`config.mk`:
```
export PLATFORM = sky130hd
export DESIGN_NAME = mod_port_flat
export DESIGN_NICKNAME = d
export VERILOG_FILES = /design/src/rtl/mod_port_pkg.sv /design/src/rtl/mod_port_if.sv /design/src/rtl/mod_port_mac.sv /design/src/rtl/mod_port.sv /design/src/flat_wrapper.sv
export SDC_FILE = /design/constraint.sdc
export NUM_CORES = 2
export LEC_CHECK = 0
export CAP_MARGIN = 40
export CORE_MARGIN = 2
export CORE_UTILIZATION = 30
export CTS_CLUSTER_DIAMETER = 80
export DETAILED_ROUTE_END_ITERATION = 16
export SYNTH_ARGS = -nofsm -noshare
export SYNTH_HDL_FRONTEND = slang
export SYNTH_HIERARCHICAL = 1
export SYNTH_SLANG_ARGS = --single-unit
```
`constraint.sdc`:
```
create_clock -name clk -period 26.1 [get_ports clk]
set_input_delay 7.83 -clock clk [delete_from_list [all_inputs] [get_ports clk]]
set_output_delay 7.83 -clock clk [all_outputs]
set_load 0.01 [all_outputs]
```
`src/rtl/mod_port_pkg.sv`:
```
// Shared types and helpers for the mod_port convolution engine.
// - config_t: one record holding every engine parameter.
// - state_t : engine FSM states.
// - cw()    : $clog2 that never returns 0, so 1-deep dimensions still get a 1-bit counter.
// - act_addr / wgt_addr: flat word addresses used by the host loader and the engine.
package mod_port_pkg;

  typedef struct packed {
    int data_width;
    int fm_width;
    int fm_height;
    int in_ch;
    int out_ch;
    int kernel_size;
    int out_shift;
  } config_t;

  localparam config_t DEFAULT_CFG = '{
    data_width : 16,
    fm_width   : 8,
    fm_height  : 8,
    in_ch      : 2,
    out_ch     : 4,
    kernel_size: 3,
    out_shift  : 0
  };

  typedef enum logic [1:0] {IDLE, COMPUTE, FLUSH, DONE} state_t;

  function automatic int cw(input int n);
    return (n > 1) ? $clog2(n) : 1;
  endfunction

  // activation word for map position (x,y), input channel ci
  function automatic int act_addr(input int x, input int y, input int ci,
                                  input int w, input int cin);
    return (y * w + x) * cin + ci;
  endfunction

  // weight word for output channel ch, kernel tap (ky,kx), input channel ci
  function automatic int wgt_addr(input int ch, input int ky, input int kx, input int ci,
                                  input int k, input int cin);
    return ((ch * k + ky) * k + kx) * cin + ci;
  endfunction

endpackage

```
`src/rtl/mod_port_if.sv`:
```
// Host-side bus of the mod_port engine.
// master: host/driver (load port, control, consumes results)
// slave : engine (drives ready, results, status)
// Load: a_input/a_valid/a_ready address, b_input/b_valid/b_ready data,
//       int_mem_we / overlap_cache_we target select, b_zero stores 0.
// Control: data_ready, start. Status: running, fsm_done.
// Results: output_data/valid tagged with output_x/y/ch.
interface mod_port_if #(
  parameter int DATA_WIDTH         = 16,
  parameter int FEATURE_MAP_WIDTH  = 8,
  parameter int FEATURE_MAP_HEIGHT = 8,
  parameter int OUTPUT_NB_CHANNELS = 4
) ();
  import mod_port_pkg::*;

  localparam int XW  = cw(FEATURE_MAP_WIDTH);
  localparam int YW  = cw(FEATURE_MAP_HEIGHT);
  localparam int CHW = cw(OUTPUT_NB_CHANNELS);

  logic                  int_mem_we;
  logic                  overlap_cache_we;
  logic                  b_zero;
  logic                  data_ready;
  logic                  start;
  logic [DATA_WIDTH-1:0] a_input;
  logic                  a_valid;
  logic                  a_ready;
  logic [DATA_WIDTH-1:0] b_input;
  logic                  b_valid;
  logic                  b_ready;
  logic [DATA_WIDTH-1:0] output_data;
  logic                  output_valid;
  logic [XW-1:0]         output_x;
  logic [YW-1:0]         output_y;
  logic [CHW-1:0]        output_ch;
  logic                  running;
  logic                  fsm_done;

  modport master (
    output int_mem_we, overlap_cache_we, b_zero, data_ready, start,
    output a_input, a_valid, b_input, b_valid,
    input  a_ready, b_ready,
    input  output_data, output_valid, output_x, output_y, output_ch,
    input  running, fsm_done
  );

  modport slave (
    input  int_mem_we, overlap_cache_we, b_zero, data_ready, start,
    input  a_input, a_valid, b_input, b_valid,
    output a_ready, b_ready,
    output output_data, output_valid, output_x, output_y, output_ch,
    output running, fsm_done
  );

endinterface

```
`src/rtl/mod_port_mac.sv`:
```
// Signed multiply-accumulate with registered, shifted result.
// clk, rst : clock, synchronous active-high reset
// clr      : first tap of an output; accumulator restarts from this product
// en       : accumulate this cycle
// last     : final tap; registers the result and raises out_valid next cycle
// a, b     : signed operands; out_data/out_valid: result and 1-cycle qualifier
// Build option MOD_PORT_SAT_EN: saturate the shifted accumulator to DW bits
// instead of keeping its low DW bits.
module mod_port_mac #(
  parameter int DW        = 16,
  parameter int ACCW      = 37,
  parameter int OUT_SHIFT = 0
) (
  input  logic                 clk,
  input  logic                 rst,
  input  logic                 clr,
  input  logic                 en,
  input  logic                 last,
  input  logic signed [DW-1:0] a,
  input  logic signed [DW-1:0] b,
  output logic signed [DW-1:0] out_data,
  output logic                 out_valid
);

  logic signed [2*DW-1:0] prod;
  logic signed [ACCW-1:0] prod_x, acc_q, acc_base, acc_nxt, res;
  logic        [DW-1:0]   res_dw;

  assign prod     = $signed({{DW{a[DW-1]}}, a}) * $signed({{DW{b[DW-1]}}, b});
  assign prod_x   = {{(ACCW-2*DW){prod[2*DW-1]}}, prod};
  assign acc_base = clr ? '0 : acc_q;
  assign acc_nxt  = acc_base + prod_x;
  assign res      = acc_nxt >>> OUT_SHIFT;

`ifdef MOD_PORT_SAT_EN
  localparam logic signed [ACCW-1:0] SMAX = {{(ACCW-DW+1){1'b0}}, {(DW-1){1'b1}}};
  localparam logic signed [ACCW-1:0] SMIN = {{(ACCW-DW+1){1'b1}}, {(DW-1){1'b0}}};

  always_comb begin
    res_dw = res[DW-1:0];
    if (res > SMAX)      res_dw = SMAX[DW-1:0];
    else if (res < SMIN) res_dw = SMIN[DW-1:0];
  end
`else
  logic res_hi_unused;
  assign res_hi_unused = ^res[ACCW-1:DW];
  assign res_dw        = res[DW-1:0];
`endif

  always_ff @(posedge clk) begin
    if (rst) begin
      acc_q     <= '0;
      out_data  <= '0;
      out_valid <= 1'b0;
    end else begin
      out_valid <= en & last;
      if (en)        acc_q    <= acc_nxt;
      if (en & last) out_data <= res_dw;
    end
  end

endmodule

```
`src/rtl/mod_port.sv`:
```
// Sequential 2D convolution engine (stride 1, zero padding (K-1)/2).
// clk    : clock
// arst_n : synchronous reset, active-high (historic name)
// bus    : mod_port_if.slave -- load port, control, tagged results, status
// Activations and weights are loaded through the a/b handshake while idle.
// On start&data_ready the engine walks y, x, ch and, per output, ky, kx, ci,
// issuing one MAC per cycle. Each result leaves one cycle after its last tap.
// Build option MOD_PORT_SAT_EN (in mod_port_mac): saturating output.
module mod_port
  import mod_port_pkg::*;
#(
  parameter int DATA_WIDTH         = DEFAULT_CFG.data_width,
  parameter int FEATURE_MAP_WIDTH  = DEFAULT_CFG.fm_width,
  parameter int FEATURE_MAP_HEIGHT = DEFAULT_CFG.fm_height,
  parameter int INPUT_NB_CHANNELS  = DEFAULT_CFG.in_ch,
  parameter int OUTPUT_NB_CHANNELS = DEFAULT_CFG.out_ch,
  parameter int KERNEL_SIZE        = DEFAULT_CFG.kernel_size,
  parameter int OUT_SHIFT          = DEFAULT_CFG.out_shift
) (
  input  logic       clk,
  input  logic       arst_n,
  mod_port_if.slave  bus
);

  localparam int DW    = DATA_WIDTH;
  localparam int W     = FEATURE_MAP_WIDTH;
  localparam int H     = FEATURE_MAP_HEIGHT;
  localparam int CIN   = INPUT_NB_CHANNELS;
  localparam int COUT  = OUTPUT_NB_CHANNELS;
  localparam int K     = KERNEL_SIZE;
  localparam int PAD   = (K - 1) / 2;
  localparam int TAPS  = K * K * CIN;
  localparam int ACT_N = W * H * CIN;
  localparam int WGT_N = COUT * K * K * CIN;
  localparam int AAW   = cw(ACT_N);
  localparam int WAW   = cw(WGT_N);
  localparam int XW    = cw(W);
  localparam int YW    = cw(H);
  localparam int CHW   = cw(COUT);
  localparam int KW    = cw(K);
  localparam int CIW   = cw(CIN);
  localparam int ACCW  = 2 * DW + cw(TAPS);

  // ---------------- load port ----------------
  logic                 running_q, ready, wr_go;
  logic signed [DW-1:0] wr_data;
  logic signed [DW-1:0] act_mem [ACT_N];
  logic signed [DW-1:0] wgt_mem [WGT_N];

  assign ready   = ~running_q;
  assign wr_go   = bus.a_valid & ready & (bus.b_zero | (bus.b_valid & ready));
  assign wr_data = bus.b_zero ? '0 : bus.b_input;

  // register files are deliberately not reset: contents survive an abort
  always_ff @(posedge clk) begin
    if (wr_go && bus.int_mem_we && (int'(bus.a_input) < ACT_N))
      act_mem[AAW'(bus.a_input)] <= wr_data;
    if (wr_go && bus.overlap_cache_we && (int'(bus.a_input) < WGT_N))
      wgt_mem[WAW'(bus.a_input)] <= wr_data;
  end

  // ---------------- counters / read path ----------------
  state_t         state_q;
  logic           done_q;
  logic [XW-1:0]  x_q, ox_q;
  logic [YW-1:0]  y_q, oy_q;
  logic [CHW-1:0] ch_q, och_q;
  logic [KW-1:0]  ky_q, kx_q;
  logic [CIW-1:0] ci_q;

  logic ci_end, kx_end, ky_end, ch_end, x_end, y_end;
  logic first_tap, last_tap, last_out;

  assign ci_end    = (ci_q == CIW'(CIN - 1));
  assign kx_end    = (kx_q == KW'(K - 1));
  assign ky_end    = (ky_q == KW'(K - 1));
  assign ch_end    = (ch_q == CHW'(COUT - 1));
  assign x_end     = (x_q  == XW'(W - 1));
  assign y_end     = (y_q  == YW'(H - 1));
  assign first_tap = (ci_q == '0) && (kx_q == '0) && (ky_q == '0);
  assign last_tap  = ci_end & kx_end & ky_end;
  assign last_out  = last_tap & ch_end & x_end & y_end;

  int                   sx, sy;
  logic                 in_map;
  logic [AAW-1:0]       ra;
  logic [WAW-1:0]       rw;
  logic signed [DW-1:0] act_rd, wgt_rd;

  // taps falling outside the map read as zero (padding)
  always_comb begin
    sx     = int'(x_q) + int'(kx_q) - PAD;
    sy     = int'(y_q) + int'(ky_q) - PAD;
    in_map = (sx >= 0) && (sx < W) && (sy >= 0) && (sy < H);
    ra     = in_map ? AAW'(act_addr(sx, sy, int'(ci_q), W, CIN)) : '0;
    rw     = WAW'(wgt_addr(int'(ch_q), int'(ky_q), int'(kx_q), int'(ci_q), K, CIN));
  end

  assign act_rd = in_map ? act_mem[ra] : '0;
  assign wgt_rd = wgt_mem[rw];

  // ---------------- FSM ----------------
  always_ff @(posedge clk) begin
    if (arst_n) begin
      state_q   <= IDLE;
      running_q <= 1'b0;
      done_q    <= 1'b0;
      {x_q, y_q, ch_q, ky_q, kx_q, ci_q} <= '0;
      {ox_q, oy_q, och_q}                <= '0;
    end else begin
      done_q <= 1'b0;
      case (state_q)
        IDLE: begin
          if (bus.start && bus.data_ready) begin
            state_q   <= COMPUTE;
            running_q <= 1'b1;
            {x_q, y_q, ch_q, ky_q, kx_q, ci_q} <= '0;
          end
        end
        COMPUTE: begin
          // tag latched with the final tap so it lines up with the MAC result
          if (last_tap) begin
            ox_q  <= x_q;
            oy_q  <= y_q;
            och_q <= ch_q;
          end
          ci_q <= ci_end ? '0 : ci_q + CIW'(1);
          if (ci_end)                  kx_q <= kx_end ? '0 : kx_q + KW'(1);
          if (ci_end & kx_end)         ky_q <= ky_end ? '0 : ky_q + KW'(1);
          if (last_tap)                ch_q <= ch_end ? '0 : ch_q + CHW'(1);
          if (last_tap & ch_end)       x_q  <= x_end  ? '0 : x_q + XW'(1);
          if (last_tap & ch_end & x_end) y_q <= y_end ? '0 : y_q + YW'(1);
          if (last_out) state_q <= FLUSH;
        end
        // last result is on the bus during FLUSH, still under running
        FLUSH: begin
          state_q   <= DONE;
          running_q <= 1'b0;
          done_q    <= 1'b1;
        end
        DONE:    state_q <= IDLE;
        default: state_q <= IDLE;
      endcase
    end
  end

  // ---------------- datapath ----------------
  logic signed [DW-1:0] mac_data;
  logic                 mac_vld;

  mod_port_mac #(
    .DW       (DW),
    .ACCW     (ACCW),
    .OUT_SHIFT(OUT_SHIFT)
  ) u_mac (
    .clk      (clk),
    .rst      (arst_n),
    .clr      (first_tap),
    .en       (state_q == COMPUTE),
    .last     (last_tap),
    .a        (act_rd),
    .b        (wgt_rd),
    .out_data (mac_data),
    .out_valid(mac_vld)
  );

  assign bus.a_ready      = ready;
  assign bus.b_ready      = ready;
  assign bus.output_data  = mac_data;
  assign bus.output_valid = mac_vld;
  assign bus.output_x     = ox_q;
  assign bus.output_y     = oy_q;
  assign bus.output_ch    = och_q;
  assign bus.running      = running_q;
  assign bus.fsm_done     = done_q;

endmodule

```
`src/flat_wrapper.sv`:
```
// flat-port wrapper written by rule: the top's interface ports become plain ports
module mod_port_flat import mod_port_pkg::*;
#(
  parameter int DATA_WIDTH         = DEFAULT_CFG.data_width,
  parameter int FEATURE_MAP_WIDTH  = DEFAULT_CFG.fm_width,
  parameter int FEATURE_MAP_HEIGHT = DEFAULT_CFG.fm_height,
  parameter int INPUT_NB_CHANNELS  = DEFAULT_CFG.in_ch,
  parameter int OUTPUT_NB_CHANNELS = DEFAULT_CFG.out_ch,
  parameter int KERNEL_SIZE        = DEFAULT_CFG.kernel_size,
  parameter int OUT_SHIFT          = DEFAULT_CFG.out_shift
)
  (clk, arst_n, bus_int_mem_we, bus_overlap_cache_we, bus_b_zero, bus_data_ready, bus_start, bus_a_input, bus_a_valid, bus_b_input, bus_b_valid, bus_a_ready, bus_b_ready, bus_output_data, bus_output_valid, bus_output_x, bus_output_y, bus_output_ch, bus_running, bus_fsm_done);
  mod_port_if #(.DATA_WIDTH(DATA_WIDTH), .FEATURE_MAP_WIDTH(FEATURE_MAP_WIDTH), .FEATURE_MAP_HEIGHT(FEATURE_MAP_HEIGHT), .OUTPUT_NB_CHANNELS(OUTPUT_NB_CHANNELS)) bus_i ();
  input  logic clk;
  input  logic arst_n;
  input wire logic [$bits(bus_i.int_mem_we)-1:0] bus_int_mem_we;
  input wire logic [$bits(bus_i.overlap_cache_we)-1:0] bus_overlap_cache_we;
  input wire logic [$bits(bus_i.b_zero)-1:0] bus_b_zero;
  input wire logic [$bits(bus_i.data_ready)-1:0] bus_data_ready;
  input wire logic [$bits(bus_i.start)-1:0] bus_start;
  input wire logic [$bits(bus_i.a_input)-1:0] bus_a_input;
  input wire logic [$bits(bus_i.a_valid)-1:0] bus_a_valid;
  input wire logic [$bits(bus_i.b_input)-1:0] bus_b_input;
  input wire logic [$bits(bus_i.b_valid)-1:0] bus_b_valid;
  output wire logic [$bits(bus_i.a_ready)-1:0] bus_a_ready;
  output wire logic [$bits(bus_i.b_ready)-1:0] bus_b_ready;
  output wire logic [$bits(bus_i.output_data)-1:0] bus_output_data;
  output wire logic [$bits(bus_i.output_valid)-1:0] bus_output_valid;
  output wire logic [$bits(bus_i.output_x)-1:0] bus_output_x;
  output wire logic [$bits(bus_i.output_y)-1:0] bus_output_y;
  output wire logic [$bits(bus_i.output_ch)-1:0] bus_output_ch;
  output wire logic [$bits(bus_i.running)-1:0] bus_running;
  output wire logic [$bits(bus_i.fsm_done)-1:0] bus_fsm_done;
  assign bus_i.int_mem_we = bus_int_mem_we;
  assign bus_i.overlap_cache_we = bus_overlap_cache_we;
  assign bus_i.b_zero = bus_b_zero;
  assign bus_i.data_ready = bus_data_ready;
  assign bus_i.start = bus_start;
  assign bus_i.a_input = bus_a_input;
  assign bus_i.a_valid = bus_a_valid;
  assign bus_i.b_input = bus_b_input;
  assign bus_i.b_valid = bus_b_valid;
  assign bus_a_ready = bus_i.a_ready;
  assign bus_b_ready = bus_i.b_ready;
  assign bus_output_data = bus_i.output_data;
  assign bus_output_valid = bus_i.output_valid;
  assign bus_output_x = bus_i.output_x;
  assign bus_output_y = bus_i.output_y;
  assign bus_output_ch = bus_i.output_ch;
  assign bus_running = bus_i.running;
  assign bus_fsm_done = bus_i.fsm_done;
  mod_port #(.DATA_WIDTH(DATA_WIDTH), .FEATURE_MAP_WIDTH(FEATURE_MAP_WIDTH), .FEATURE_MAP_HEIGHT(FEATURE_MAP_HEIGHT), .INPUT_NB_CHANNELS(INPUT_NB_CHANNELS), .OUTPUT_NB_CHANNELS(OUTPUT_NB_CHANNELS), .KERNEL_SIZE(KERNEL_SIZE), .OUT_SHIFT(OUT_SHIFT)) u_core (.clk(clk), .arst_n(arst_n), .bus(bus_i));
endmodule
```
==> flow_metrics.env <==
export IMPL_synth_area_leader_cell="edfxtp_1"
export IMPL_dieWidth_microns=670
export IMPL_powerDensity_mw_per_mm2=74.3
export IMPL_netlist_top_cells_area="edfxtp_1 (72%), mux4_2 (6.2%), nand2_1 (3.3%)"
export IMPL_wirelength_microns=407000
export IMPL_cts_root_buf="clkbuf_16"
export IMPL_synth_most_common_cell="edfxtp_1"
export IMPL_grt_pass1_wl_microns=578000
export IMPL_yosysTopAreaCellShare=0.723
export IMPL_portBuffers=69
export IMPL_syn_nets=8494
export IMPL_violations="slew limit"
export IMPL_clock_tree_htree_level_count=5
export IMPL_tritoncts="yes"
export IMPL_synth_area_sq_mm=0.133
export IMPL_worst_path_max_fanout=60
export IMPL_hold_path_class="reg -> reg"
export IMPL_relSlewSlack=-0.00268
export IMPL_slowest_stage="buf_4"
export IMPL_cp_required_ns=26.95
export IMPL_nets=8819
export IMPL_wl_per_cell_microns=27.6
export IMPL_critPathLaunchType="flip-flop"
export IMPL_slowest_delay_ns=0.75
export IMPL_status="complete, but fails checks"
export IMPL_cts_setup_buffers=0
export IMPL_switchingPower_uw=2600
export IMPL_drv_slew=7
export IMPL_dp_cells=14200
export IMPL_internal_power_uw=8820
export IMPL_worstSetupPathType="reg -> reg"
export IMPL_synth_edf_count=3200
export IMPL_drtIter0Drc=11700
export IMPL_final_cells=14800
export IMPL_clock_power_share=0.419
export IMPL_synthCells=8260
export IMPL_viasPerCell=5.33
export IMPL_p_sw_frac=0.227
export IMPL_clk_pin_slew_ns=0.06
export IMPL_irDropWorstVdd_mv=0.0540
export IMPL_grt_pass1_vias=77200
export IMPL_cts_made_buffers=333
export IMPL_hpwl_microns=244000
export IMPL_drive_above_1_share=0.159
export IMPL_skew_ns=0.0793
export IMPL_num_io_pins=70
export IMPL_grtUsageTotal=0.175
export IMPL_hold_viol=0
export IMPL_async_flop_share=0
export IMPL_clockBufferDepth=4
export IMPL_die_area_sq_mm=0.448
export IMPL_grt_overflow=0
export IMPL_synth_warnings=6
export IMPL_ant_nets=0
export IMPL_fin_crit_sh=0.465
export IMPL_post_dp_cell_area_sq_mm=0.143
export IMPL_core_area_sq_mm=0.441
export IMPL_crit_top_cell="inv_1"
export IMPL_critPathArrivalTime_ns=12.97
export IMPL_start_util=0.301
export IMPL_vias=78700
export IMPL_worst_pin_slew_ns=1.50
export IMPL_power_share_sequential=0.504
export IMPL_syn_avg_cell_area_sq_um=16.1
export IMPL_gp_congestion=0.862
export IMPL_clock_sinks=3258
export IMPL_area_growth_pct=15.7
export IMPL_synthTopCellsByCount="edfxtp_1 (3,200), nand2_1 (1,181), a21oi_1 (388)"
export IMPL_cts_hold_buf=0
export IMPL_rows=244
export IMPL_antenna_found_initial=22
export IMPL_clock_latency_ns=0.92
export IMPL_utilization=0.348
export IMPL_p_leak_uw=0.0499
export IMPL_ys_types=93
export IMPL_power_frac_comb=0.077
export IMPL_drc_errors=0
export IMPL_synth_flop_cell="edfxtp_1"
export IMPL_fp_dieH_microns=670
export IMPL_max_freq_ghz=0.0825
export IMPL_first_pass_iters=8
export IMPL_end_kind="flip-flop"
export IMPL_period_needed_ns=12.12
export IMPL_design_area_sq_mm=0.154
export IMPL_cts_resized_gates=0
export IMPL_grt_max_degree=201
export IMPL_final_setup_viol_count=0
export IMPL_synth_seq_area_share=0.732
export IMPL_grt_setup_unrepaired="false"
export IMPL_ys_ff_latch=3258
export IMPL_cap_violations=0
export IMPL_tns_ns=0
==> cell type report <==
cell class                      instances  area (sq um)
Antenna cell                           12          30.0
Tap cell                             5904          7390
Timing Repair Buffer                  510          4710
Clock buffer                          400          8730
Clock inverter                        198          2100
Inverter                              204           768
Multi-Input combinational cell       4278         32800
Sequential cell                      3258         97300
Fill cell                           41600        288000
==> metrics by stage <==
stage	power (uW)	hold WS (ns)	setup WS [ns]
after floorplan	6410	0.452	12.02
after global placement	6710	0.457	13.85
after detailed placement	6740	0.451	14.15
after CTS	11500	0.458	14.11
after global routing	11700	0.482	13.59
final	11400	0.454	13.98
==> state kept, by name (all words and copies together), names as in the netlist <==
register / cells
u_core/bus.running: 1
u_core/bus.output_ch: 2
u_core/u_mac/out_valid: 1
u_core/wgt_mem: 1152
u_core/x_q: 3
u_core/act_mem: 2048
u_core/ch_q: 2
u_core/bus.output_y: 3
u_core/ci_end: 1
u_core/y_q: 3
u_core/bus.output_x: 3
u_core/ky_q: 2
u_core/bus.fsm_done: 1
u_core/kx_q: 2
u_core/u_mac/acc_q: 16
u_core/u_mac/out_data: 16
u_core/state_q: 2
==> power groups by stage <==
stage / combinational, uW / sequential, uW / clock [uW]
final: 880 / 5750 / 4790
after detailed placement: 877 / 5860 / 0
after global placement: 838 / 5870 / 0
after CTS: 879 / 5750 / 4850
after floorplan: 528 / 5880 / 0
after global routing: 919 / 5750 / 5040
==> cell usage in the layout (no fill, tap or decap), types with 48 or more instances in the layout <==
cell type	instances
edfxtp_1	3200
nand2_1	1175
a21oi_1	387
nand3_1	378
buf_4	371
mux4_2	364
clkbuf_16	339
nor2_1	270
mux2i_1	246
inv_1	202
a211oi_1	159
o21ai_0	117
fa_1	99
and2_1	91
ha_1	89
a221oi_1	81
a31oi_1	74
clkinv_1	72
clkdlybuf4s50_1	67
a222oi_1	64
and3_1	60
clkbuf_1	59
dfxtp_1	57
clkinv_2	54
nand4_1	53
nor2b_1	50
o211ai_1	48
==> worst paths after layout <==
kind	startpoint	endpoint	slack [ns]	depth (start not counted)
max	u_core/ky_q[1]	u_core/u_mac/out_data[15]	13.98	38
min	u_core/u_mac/out_data[6]	u_core/u_mac/out_data[6]	0.45	2
max reg2reg	u_core/ky_q[1]	u_core/u_mac/out_data[15]	13.98	38
min reg2reg	u_core/u_mac/out_data[6]	u_core/u_mac/out_data[6]	0.45	2
==> cell families (layout without fill, tap and decap cells) <==
| family | after synthesis | in the layout | share of synthesized area |
|---|---|---|---|
| other | 0 | 12 | 0 |
| XOR/XNOR | 47 | 47 | 0.00353 |
| adder cells (fa/ha/maj) | 193 | 193 | 0.0238 |
| multiplexers | 644 | 644 | 0.0831 |
| AND/OR/NAND/NOR | 2235 | 2235 | 0.0745 |
| buffers and inverters | 724 | 1312 | 0.0251 |
| flip-flops | 3258 | 3258 | 0.732 |
| AO/OA/AOI/OAI | 1159 | 1159 | 0.0584 |
==> per-layer routing <==
layer | wire, microns | vias to the layer above | track usage
li1 | - | 32700 | -
met1 | 158000 | 40600 | 0.235
met2 | 187000 | 4478 | 0.275
met3 | 42900 | 826 | 0.0378
met4 | 19000 | 10 | 0.0740
met5 | 79 | - | 0
==> critical path: cells and delay by family, from the launching register on <==
family          cells  cell delay (ns)
fa+ha+maj          10             4.05
buf+inv            11             2.80
flops               1             0.41
xor+xnor            2             0.41
simple gates        8             2.23
compound gates      7             2.02
Power figures use the tool's default switching activity.
